--- src/rtl/param_seq_det_pkg.sv ---
// Shared constants and helpers for the parameterised serial sequence detector.
package param_seq_det_pkg;

    localparam int DEF_MAX_LEN = 8;
    localparam int DEF_CNT_W   = 16;

    // Bits needed to hold a length value in the range 0..max_len.
    function automatic int len_w(input int max_len);
        return $clog2(max_len + 1);
    endfunction

endpackage

--- src/rtl/param_sequence_detector_counter.sv ---
// Saturating match counter; a clear takes priority over an increment.
module seq_match_counter #(
    parameter int CNT_W = 16
) (
    input  logic             clk,
    input  logic             reset,
    input  logic             inc,
    input  logic             clr,
    output logic [CNT_W-1:0] count
);

    logic [CNT_W-1:0] r_count;

    always_ff @(posedge clk) begin
        if (!reset) begin
            r_count <= '0;
        end else if (clr) begin
            r_count <= '0;
        end else if (inc && !(&r_count)) begin
            r_count <= r_count + 1'b1;
        end
    end

    assign count = r_count;

endmodule

--- src/rtl/param_sequence_detector.sv ---
// Runtime-configurable serial pattern detector: a history shift register is
// compared against the pattern under a length mask, with optional overlap.
module param_sequence_detector
    import param_seq_det_pkg::*;
#(
    parameter int                 MAX_LEN     = DEF_MAX_LEN,
    parameter int                 CNT_W       = DEF_CNT_W,
    parameter logic [MAX_LEN-1:0] RST_PATTERN = MAX_LEN'('b0110),
    parameter int                 RST_LEN     = 4,
    parameter bit                 RST_OVERLAP = 1'b1
) (
    input  logic                        clk,
    input  logic                        reset,
    input  logic                        data_valid,
    input  logic                        data_in,
    input  logic                        cfg_we,
    input  logic [MAX_LEN-1:0]          cfg_pattern,
    input  logic [len_w(MAX_LEN)-1:0]   cfg_len,
    input  logic                        cfg_overlap,
    input  logic                        count_clr,
    output logic                        detected,
    output logic [CNT_W-1:0]            match_count,
    output logic                        cfg_err
);

    localparam int                LEN_W = len_w(MAX_LEN);
    localparam logic [LEN_W-1:0]  FULL  = LEN_W'(MAX_LEN);

    logic [MAX_LEN-1:0] r_hist;
    logic [MAX_LEN-1:0] r_pattern;
    logic [LEN_W-1:0]   r_fill;
    logic [LEN_W-1:0]   r_len;
    logic               r_overlap;
    logic               r_detected;
    logic               r_cfg_err;

    logic [MAX_LEN-1:0] w_hist_next;
    logic [MAX_LEN-1:0] w_mask;
    logic [LEN_W-1:0]   w_fill_next;
    logic               w_accept;
    logic               w_cfg_ok;
    logic               w_match;

    // A configuration write always owns the cycle; the data bit is dropped.
    assign w_accept    = data_valid && !cfg_we;
    assign w_cfg_ok    = (cfg_len != '0) && (cfg_len <= FULL);
    assign w_hist_next = {r_hist[MAX_LEN-2:0], data_in};
    assign w_fill_next = (r_fill == FULL) ? r_fill : r_fill + 1'b1;

    for (genvar gi = 0; gi < MAX_LEN; gi++) begin : g_mask
        localparam logic [LEN_W-1:0] IDX = LEN_W'(gi);
        assign w_mask[gi] = (IDX < r_len);
    end

    assign w_match = w_accept && (w_fill_next >= r_len)
                  && (((w_hist_next ^ r_pattern) & w_mask) == '0);

    always_ff @(posedge clk) begin
        if (!reset) begin
            r_hist     <= '0;
            r_fill     <= '0;
            r_pattern  <= RST_PATTERN;
            r_len      <= LEN_W'(RST_LEN);
            r_overlap  <= RST_OVERLAP;
            r_detected <= 1'b0;
            r_cfg_err  <= 1'b0;
        end else begin
            r_detected <= 1'b0;
            r_cfg_err  <= 1'b0;
            if (cfg_we) begin
                if (w_cfg_ok) begin
                    r_pattern <= cfg_pattern;
                    r_len     <= cfg_len;
                    r_overlap <= cfg_overlap;
                    r_hist    <= '0;
                    r_fill    <= '0;
                end else begin
                    r_cfg_err <= 1'b1;
                end
            end else if (data_valid) begin
                r_hist     <= w_hist_next;
                // Non-overlap mode forces the next match to use fresh bits only.
                r_fill     <= (w_match && !r_overlap) ? '0 : w_fill_next;
                r_detected <= w_match;
            end
        end
    end

    seq_match_counter #(
        .CNT_W (CNT_W)
    ) u_counter (
        .clk   (clk),
        .reset (reset),
        .inc   (w_match),
        .clr   (count_clr),
        .count (match_count)
    );

    assign detected = r_detected;
    assign cfg_err  = r_cfg_err;

endmodule

--- config.mk ---
export PLATFORM = sky130hd
export DESIGN_NAME = param_sequence_detector
export DESIGN_NICKNAME = d
export VERILOG_FILES = /design/src/rtl/param_seq_det_pkg.sv /design/src/rtl/param_sequence_detector_counter.sv /design/src/rtl/param_sequence_detector.sv
export SDC_FILE = /design/constraint.sdc
export NUM_CORES = 1
export LEC_CHECK = 0
export CAP_MARGIN = 5
export CORE_MARGIN = 2
export CORE_UTILIZATION = 30
export DETAILED_ROUTE_END_ITERATION = 7
export GPL_ROUTABILITY_DRIVEN = 0
export PLACE_DENSITY = 0.51
export SETUP_SLACK_MARGIN = 0.02
export SLEW_MARGIN = 20
export SYNTH_ARGS = -nofsm -noshare
export SYNTH_HDL_FRONTEND = slang
export SYNTH_SLANG_ARGS = --single-unit
--- constraint.sdc ---
create_clock -name clk -period 4 [get_ports clk]
set_input_delay 1.2 -clock clk [delete_from_list [all_inputs] [get_ports clk]]
set_output_delay 1.2 -clock clk [all_outputs]
set_load 0.1 [all_outputs]
### Yosys cells after proc, flatten, opt, wreduce, memory -nomap -nowiden

Cells that the tools add are included.

| storage, ports and cells | value |
|---|---|
| bits in registers | 42 |
| input bits | 19 |
| output and inout bits | 18 |
| logic and storage cells | 53 |

| operators by class | value |
|---|---|
| add/sub/neg operators | 2 |
| magnitude comparators | 10 |
| equality and inequality tests | 2 |
| muxes and demuxes | 9 |
| bitwise logic cells | 4 |
| reduce and logical (&&, ||, !) cells | 18 |

Operators by type and width:

| cell | number |
|---|---|
| $mux 7 | 3 |
| $mux 4 | 5 |
| $add 16x1->16 const B | 1 |
| $lt 3x4->1 const A | 4 |
| $reduce_and 16->1 | 1 |
| $and 8x8->8 | 1 |
| $logic_not 8->1 | 1 |
| $lt 1x4->1 const A | 2 |
| $lt 2x4->1 const A | 2 |
| $xor 8x8->8 | 1 |
| $logic_and 1x1->1 | 6 |
| $reduce_and 2->1 | 3 |
| $add 4x1->4 const B | 1 |
| $eq 4x4->1 const B | 1 |
| $ge 4x4->1 | 1 |
| $le 4x4->1 const B | 1 |
| $reduce_bool 4->1 | 1 |
| $logic_not 1->1 | 3 |
| $reduce_or 3->1 | 1 |
| $ne 2x1->1 const B | 1 |
| $not 1->1 | 2 |
| $reduce_bool 2->1 | 1 |
| $reduce_or 2->1 | 1 |
| $mux 1 | 1 |

### Depth between registers and ports, before layout

Gate-level depths: netlist (run 1).

| logic depth | value |
|---|---|
| depth in word-level cells | 9 |
| gate-level depth with buffers | 13 |

### Cells and area by module

From an unflattened synthesis (run 1), not the netlist that was laid out.

| unflattened totals | value |
|---|---|
| cells, all modules | 258 |
| area, all modules | 2255.9 um2 |

By module, submodules not included:

| module | instances | cells an instance | area each (um2) | seq. area each (um2) |
|---|---|---|---|---|
| param_sequence_detector | 1 | 162 | 1401.3 | 520.5 |
| seq_match_counter | 1 | 96 | 854.6 | 320.3 |

### Worst setup path before layout (run 1)

OpenSTA, ideal clock, no wires.

| timing path | value |
|---|---|
| path kind | input -> register |
| start point | input cfg_we |
| end point | register u_counter.r_count[3] (netlist: u_counter.count[3]) |
| setup time | 0.071 ns |
| arrival time | 2.484 ns |
| setup slack | 1.445 ns |
| stages | 6 |
| path buffers | 1 |
| cells stage by stage | nand2b_1 > bufbuf_16 > nor2_1 > nand3_2 > or4_1 > a21oi_1 |

| on the way | value |
|---|---|
| cells in the longest elaborated chain, start to end | 5 |

Ends and longest elaborated chain:

| what | RTL line | source |
|---|---|---|
| from (decl) | param_sequence_detector.sv:16 | `input logic cfg_we,` |
| $logic_not 1->1 | param_sequence_detector.sv:45 | `assign w_accept = data_valid && !cfg_we;` |
| $logic_and 1x1->1 | param_sequence_detector.sv:45 |  |
| $logic_and 1x1->1 | param_sequence_detector.sv:55 | `assign w_match = w_accept && (w_fill_next >= r_len)` |
| $logic_and 1x1->1 | param_sequence_detector.sv:56 | `&& (((w_hist_next ^ r_pattern) & w_mask) == '0);` |
| $logic_and 1x1->1 | param_sequence_detector_counter.sv:19 | `end else if (inc && !(&r_count)) begin` |
| to (signal assigned) | param_sequence_detector_counter.sv:20 | `r_count <= r_count + 1'b1;` |
| to (decl) | param_sequence_detector_counter.sv:12 | `logic [CNT_W-1:0] r_count;` |

No other way between the ends.
A chain may end at the register's enable or synchronous reset.

### Worst setup path in the final report (run 1)

Same ends and word-level chain as after synthesis.

==> results.toml, run 1 <==
[worst_hold_path]
hold_end = "r_pattern[7]$_SDFFE_PN0P_"
min_path_type = "reg2reg"
hp-start = "r_pattern[7]$_SDFFE_PN0P_"
min_path_cells = 2

[critical_path]
crit_chain = "clkdlybuf4s50_1, nand2b_1, nor2_1, nand3_2, or4_1, a21oi_1"
r2r_end = "u_counter.count[3]$_SDFFE_PP0P_"
cp_max_fo = 29
timing.rr.start = "r_fill[0]$_SDFFE_PN0P_"
critPathRequiredTime_ps = 4210
worstSetupEndpointType = "flip-flop"
slowest_delay_ps = 640
crit_type = "in2reg"
rrSetupSlack_ps = 960
critical_path_arrival_ps = 3480
cp-start-kind = "input port"
cp_slowest_cell = "or4_1"
reg2reg_depth = 10

[sta]
rsz0062_at_grt = "false"
min_period_over_period_pct = 81.8
skew_ps = 8.01
min_period_ps = 3270
max_freq_mhz = 306
fin_hold_ws_ps = 480
tns_ps = 0
worst_pin_slew_ps = 967
finalHoldViolCount = 0
slew_violations = 0
setup_violations = 0
relSlewSlack_pct = 35.3

[grt]
antenna_found_initial = 0
grt_first_pass_wirelength_um = 8090
track_usage_pct = 13.2
grt_overflow_total = 0
grt_max_degree = 30
grt_pass1_vias = 1704

[power]
powerDensity_mw_per_mm2 = 325
power_mw = 0.865
p_leak_nw = 0.903
peakVddDrop_uv = 131

[yosys]
yosysSeqAreaShare_pct = 39.3
yosysTopAreaCell = "dfxtp_1"
synth_warnings = 0
synth.net_count = 288
synth_cell_types = 42
synth_top_area_share_pct = 39.3
yosys-top-cells-count = "nand2_1 (47), dfxtp_1 (42), a21oi_1 (32)"
synth_area_mm2 = 0.00214
synth.most_common_cell = "nand2_1"
async_flop_share_pct = 0
syn_inst = 262
ys.flop_type = "dfxtp_1"
synthTopCellsByArea = "dfxtp_1 (39%), nand2_1 (8.2%), a21oi_1 (7.5%), xnor2_1 (4.5%), ha_1 (4.1%)"
avgSynthCellArea_um2 = 8.17
synth_edf_count = 0
ys_ff_latch = 42

[finish]
postLayoutCoreUtil_pct = 39.0
area_growth_pct = 24.3
num_antenna_cells = 0
drive_gt1_share_pct = 6.71
fin_nets = 324
stdcell_area_mm2 = 0.00266

[clocking]
cts_buffers = 5
cts_root_buf = "clkbuf_8"
post_cts_buffers = 0
cts_hold_buffers = 0
cts_resized = 0
cts_buffer_depth = 2
htree_levels = 2
clock_sink_count = 42
cts_tree = "yes"
clk_latency_ps = 290
clk_pin_slew_ps = 80

[drt]
m1WireLength_um = 2390
drc = 0
wl_per_cell_um = 12.3
vias = 1893
wl_met2_um = 2250
first_iter_violations = 78
wirelength_um = 4850
drt.antenna.violating_nets = 0
first_pass_iters = 4
top_layer = "met4"
route.met3.wl_um = 148
viasPerCell = 4.80

[placement]
dp_hpwl_um = 3530
io_buffers = 36
place_area_mm2 = 0.00255

[job]
max_cap_viol_count = 0

[run_status]
status = "finished, final reports clean"

[die]
fp.coreArea_mm2 = 0.00683
rows = 30
initial_utilization_pct = 31.3
die_area_mm2 = 0.00783
io_pins = 37
die_y_um = 88.5
fp.dieW_um = 88.5
[state kept, by name, indices dropped and copies added (netlist names)]
signal / cells
r_hist: 7
detected: 1
r_len: 4
r_overlap: 1
r_pattern: 8
cfg_err: 1
u_counter.count: 16
r_fill: 4
[worst max-delay path: cells and delay by family]
| family | cells | cell delay (ps) |
|---|---|---|
| compound gates | 1 | 140 |
| buf+inv | 1 | 490 |
| simple gates | 4 | 1640 |
[cells by family (layout without fill, tap and decap cells)]
kind of cell	after synthesis	after routing	share of synthesized area (%)
DFF	42	42	39.3
and+or+nand+nor	117	117	27.4
AOI/OAI and AO/OA	63	63	17.8
muxes	1	1	0.468
xor gates and xnor gates	12	12	4.91
adders and majority gates	7	7	4.09
buffers and inverters	20	56	6.02
[per-stage QoR]
step	setup slack [ps]	std cells
after floorplan	1450	262
after global placement	496	387
after detailed placement	421	387
after CTS	734	394
after global routing	563	394
final	729	394
[power breakdown]
part / leakage (nW) / internal, mW / switching (mW)
registers: 0.341 / 0.428 / 0.00998
logic: 0.505 / 0.0393 / 0.0458
clock network: 0.0573 / 0.200 / 0.142
total: 0.903 / 0.667 / 0.198
[cells in the final DEF (no fill, tap or decap), drive strengths merged, types with 4 or more instances in the layout]
cell type | synthesis | routed
o211ai | 6 | 6
clkdlybuf4s50 | 0 | 33
buf | 2 | 7
dfxtp | 42 | 42
ha | 7 | 7
and3 | 5 | 5
clkbuf | 7 | 6
nor2 | 11 | 11
xnor2 | 11 | 11
or4 | 5 | 5
nand3 | 18 | 18
a21oi | 32 | 32
o21ai | 11 | 11
nand2 | 47 | 47
and2 | 4 | 4
nand4 | 8 | 8
or3 | 9 | 9
inv | 9 | 9
[how the worst max path moves through the flow]
stage	startpoint	to	slack, ps	cells past startpoint
after floorplan	cfg_we	u_counter.count[3]$_SDFFE_PP0P_	1450	6
after global placement	cfg_we	u_counter.count[15]$_SDFFE_PP0P_	500	6
after detailed placement	cfg_we	u_counter.count[3]$_SDFFE_PP0P_	420	6
after CTS	cfg_we	u_counter.count[3]$_SDFFE_PP0P_	730	6
after global routing	cfg_we	u_counter.count[15]$_SDFFE_PP0P_	560	6
final	cfg_we	u_counter.count[3]$_SDFFE_PP0P_	730	6
[metal layers]
metal / global-route usage, % / up-vias
met5: 0 / -
met4: 4.55 / 0
met3: 3.08 / 7
met2: 21.4 / 29
met1: 17.4 / 848
li1: - / 1009
[area by class of cell]
type | instances | area (um2)
clock inverters | 1 | 30.0
multi-input cells | 200 | 1170
inverters | 9 | 33.8
flip-flops and latches | 42 | 841
repair buffers | 40 | 383
fillers | 747 | 4170
well taps | 96 | 120
clock buffers | 6 | 82.6
Note: power is estimated with default switching activity, not from simulation.
==> run 2: changes to the inputs <==
clock period = 3.24 ns   (was 4 ns; I/O delays follow)
==> run 2 against run 1 <==
Net effect:
- cell count increased by 1.0%
- final area is 0.19% higher
- register-to-register slack worse by 500 ps
- worst hold slack got worse by 9.6 ps
- flip-flop and latch count unchanged
- worst setup slack got worse by 260 ps
- largest cell class unchanged
- via count is 2.9% higher
==> results.toml, run 2 (synthesized netlist as in run 1, its figures left out) <==
[die]
die_area_mm2 = 0.00783
die_y_um = 88.5
initial_utilization_pct = 31.3
fp.coreArea_mm2 = 0.00683
rows = 30
io_pins = 37
fp.dieW_um = 88.5

[power]
swShare_pct = 23.4
p_int_mw = 0.827
power_mw = 1.08
pwr-share-clk_pct = 39.8
p_sw_mw = 0.252
comb_power_share_pct = 10.2
peakVddDrop_uv = 171
powerDensity_mw_per_mm2 = 405
p_leak_nw = 0.959
seqPwrFrac_pct = 50.1

[sta]
skew_ps = 11.3
worst_pin_slew_ps = 462
setup_violations = 0
relSlewSlack_pct = 69.2
tns_ps = 0
slew_violations = 0
min_period_ps = 2780
finalHoldViolCount = 0
min_period_over_period_pct = 85.7
fin_ws_ps = 465
fin_hold_ws_ps = 471
max_freq_mhz = 360
rsz0062_at_grt = "false"

[drt]
viasPerCell = 4.89
wl_per_cell_um = 12.3
wirelength_um = 4900
drc = 0
vias = 1948
drt.antenna.violating_nets = 0
first_pass_iters = 4
first_iter_violations = 72

[grt]
grt_max_degree = 34
grt_overflow_total = 0
track_usage_pct = 13.5
antenna_found_initial = 0
grt_first_pass_wirelength_um = 8290
grt_pass1_vias = 1807

[clocking]
cts_buffer_depth = 2
cts_tree = "yes"
clk_latency_ps = 300
clock_sink_count = 42
cts_hold_buffers = 0
clk_pin_slew_ps = 80
htree_levels = 2
cts_root_buf = "clkbuf_8"
post_cts_buffers = 0
cts_resized = 0
cts_buffers = 5

[critical_path]
crit_type = "reg2reg"
cp-start-kind = "flip-flop"
critical_path_arrival_ps = 3000
crit_top_cell = "ha_1"
cp_slowest_cell = "or4_1"
cp_max_fo = 33
slowest_delay_ps = 500
crit_chain = "inv_1, ha_1, and3b_1, xnor2_1, ha_1, o21ai_0, a221oi_2, nand3_2, buf_12, or4_1, a21oi_1"
worstSetupEndpointType = "flip-flop"
critPathRequiredTime_ps = 3460

[placement]
dp_hpwl_um = 3560
place_ws_ps = 300
io_buffers = 36
place_area_mm2 = 0.00255

[job]
max_cap_viol_count = 0

[finish]
fin_nets = 328
area_growth_pct = 24.5
drive_gt1_share_pct = 12.9
layout_commonest_cell = "nand2_1"
largest_register_ffs = 16
stdcell_area_mm2 = 0.00267
num_antenna_cells = 0
layout_common_cells = "nand2_1 (47), dfxtp_1 (42), a21oi_1 (32), buf_4 (25), clkdlybuf4s50_1 (18)"

[run_status]
status = "finished, final reports clean"

[worst_hold_path]
min_path_type = "reg2reg"
[run 2: changes by cell type in the layout (fill, tap and decap cells not counted)]
| cell | previous run | this run |
|---|---|---|
| buf_12 | 0 | 1 |
| buf_4 | 7 | 25 |
| clkdlybuf4s50_1 | 33 | 18 |
[run 2: path summary, 6_finish.rpt]
check	start	endpoint	slack (ps)	depth (start not counted)
max	r_fill[0]$_SDFFE_PN0P_	u_counter.count[3]$_SDFFE_PP0P_	460	11
min	r_pattern[3]$_SDFFE_PN0P_	r_pattern[3]$_SDFFE_PN0P_	470	2
max reg2reg	r_fill[0]$_SDFFE_PN0P_	u_counter.count[3]$_SDFFE_PP0P_	460	11
min reg2reg	r_pattern[3]$_SDFFE_PN0P_	r_pattern[3]$_SDFFE_PN0P_	470	2
[run 2: cell type report]
cell class                 count  area [um2]
clock buffer                   6        82.6
clock inverter                 1        30.0
fill                         748        4170
inverter                       9        33.8
multi-input combinational    200        1170
sequential                    42         841
tap                           96         120
timing repair buffer          44         388
[run 2: through the flow]
stage	cells	utilization [%]
finish	398	39.0
CTS	398	39.0
detailed placement	391	37.4
global route	398	39.0
floorplan	262	-
global placement	391	37.4
[run 2: per-layer routing]
layer / wire length (um) / vias to the layer above / track usage (%)
li1: - / 1018 / -
met1: 2330 / 901 / 17.2
met2: 2360 / 25 / 23.0
met3: 150 / 4 / 2.80
met4: 55 / 0 / 4.13
met5: 0 / - / 0
[run 2: critical path, delay by kind of cell, from the launching register on]
family / cells / cell delay (ps)
and+or+nand+nor: 3 / 840
AOI/OAI and AO/OA: 3 / 550
adders and majority gates: 2 / 460
DFF: 1 / 420
buffers and inverters: 2 / 270
xor gates and xnor gates: 1 / 150
[run 2: power by group through the flow]
stage               sequential, mW  combinational, mW  clock (mW)
finish                       0.540              0.110       0.429
global placement             0.553              0.111           0
global route                 0.542              0.125       0.463
floorplan                    0.554             0.0646           0
CTS                          0.540              0.112       0.443
detailed placement           0.553              0.112           0
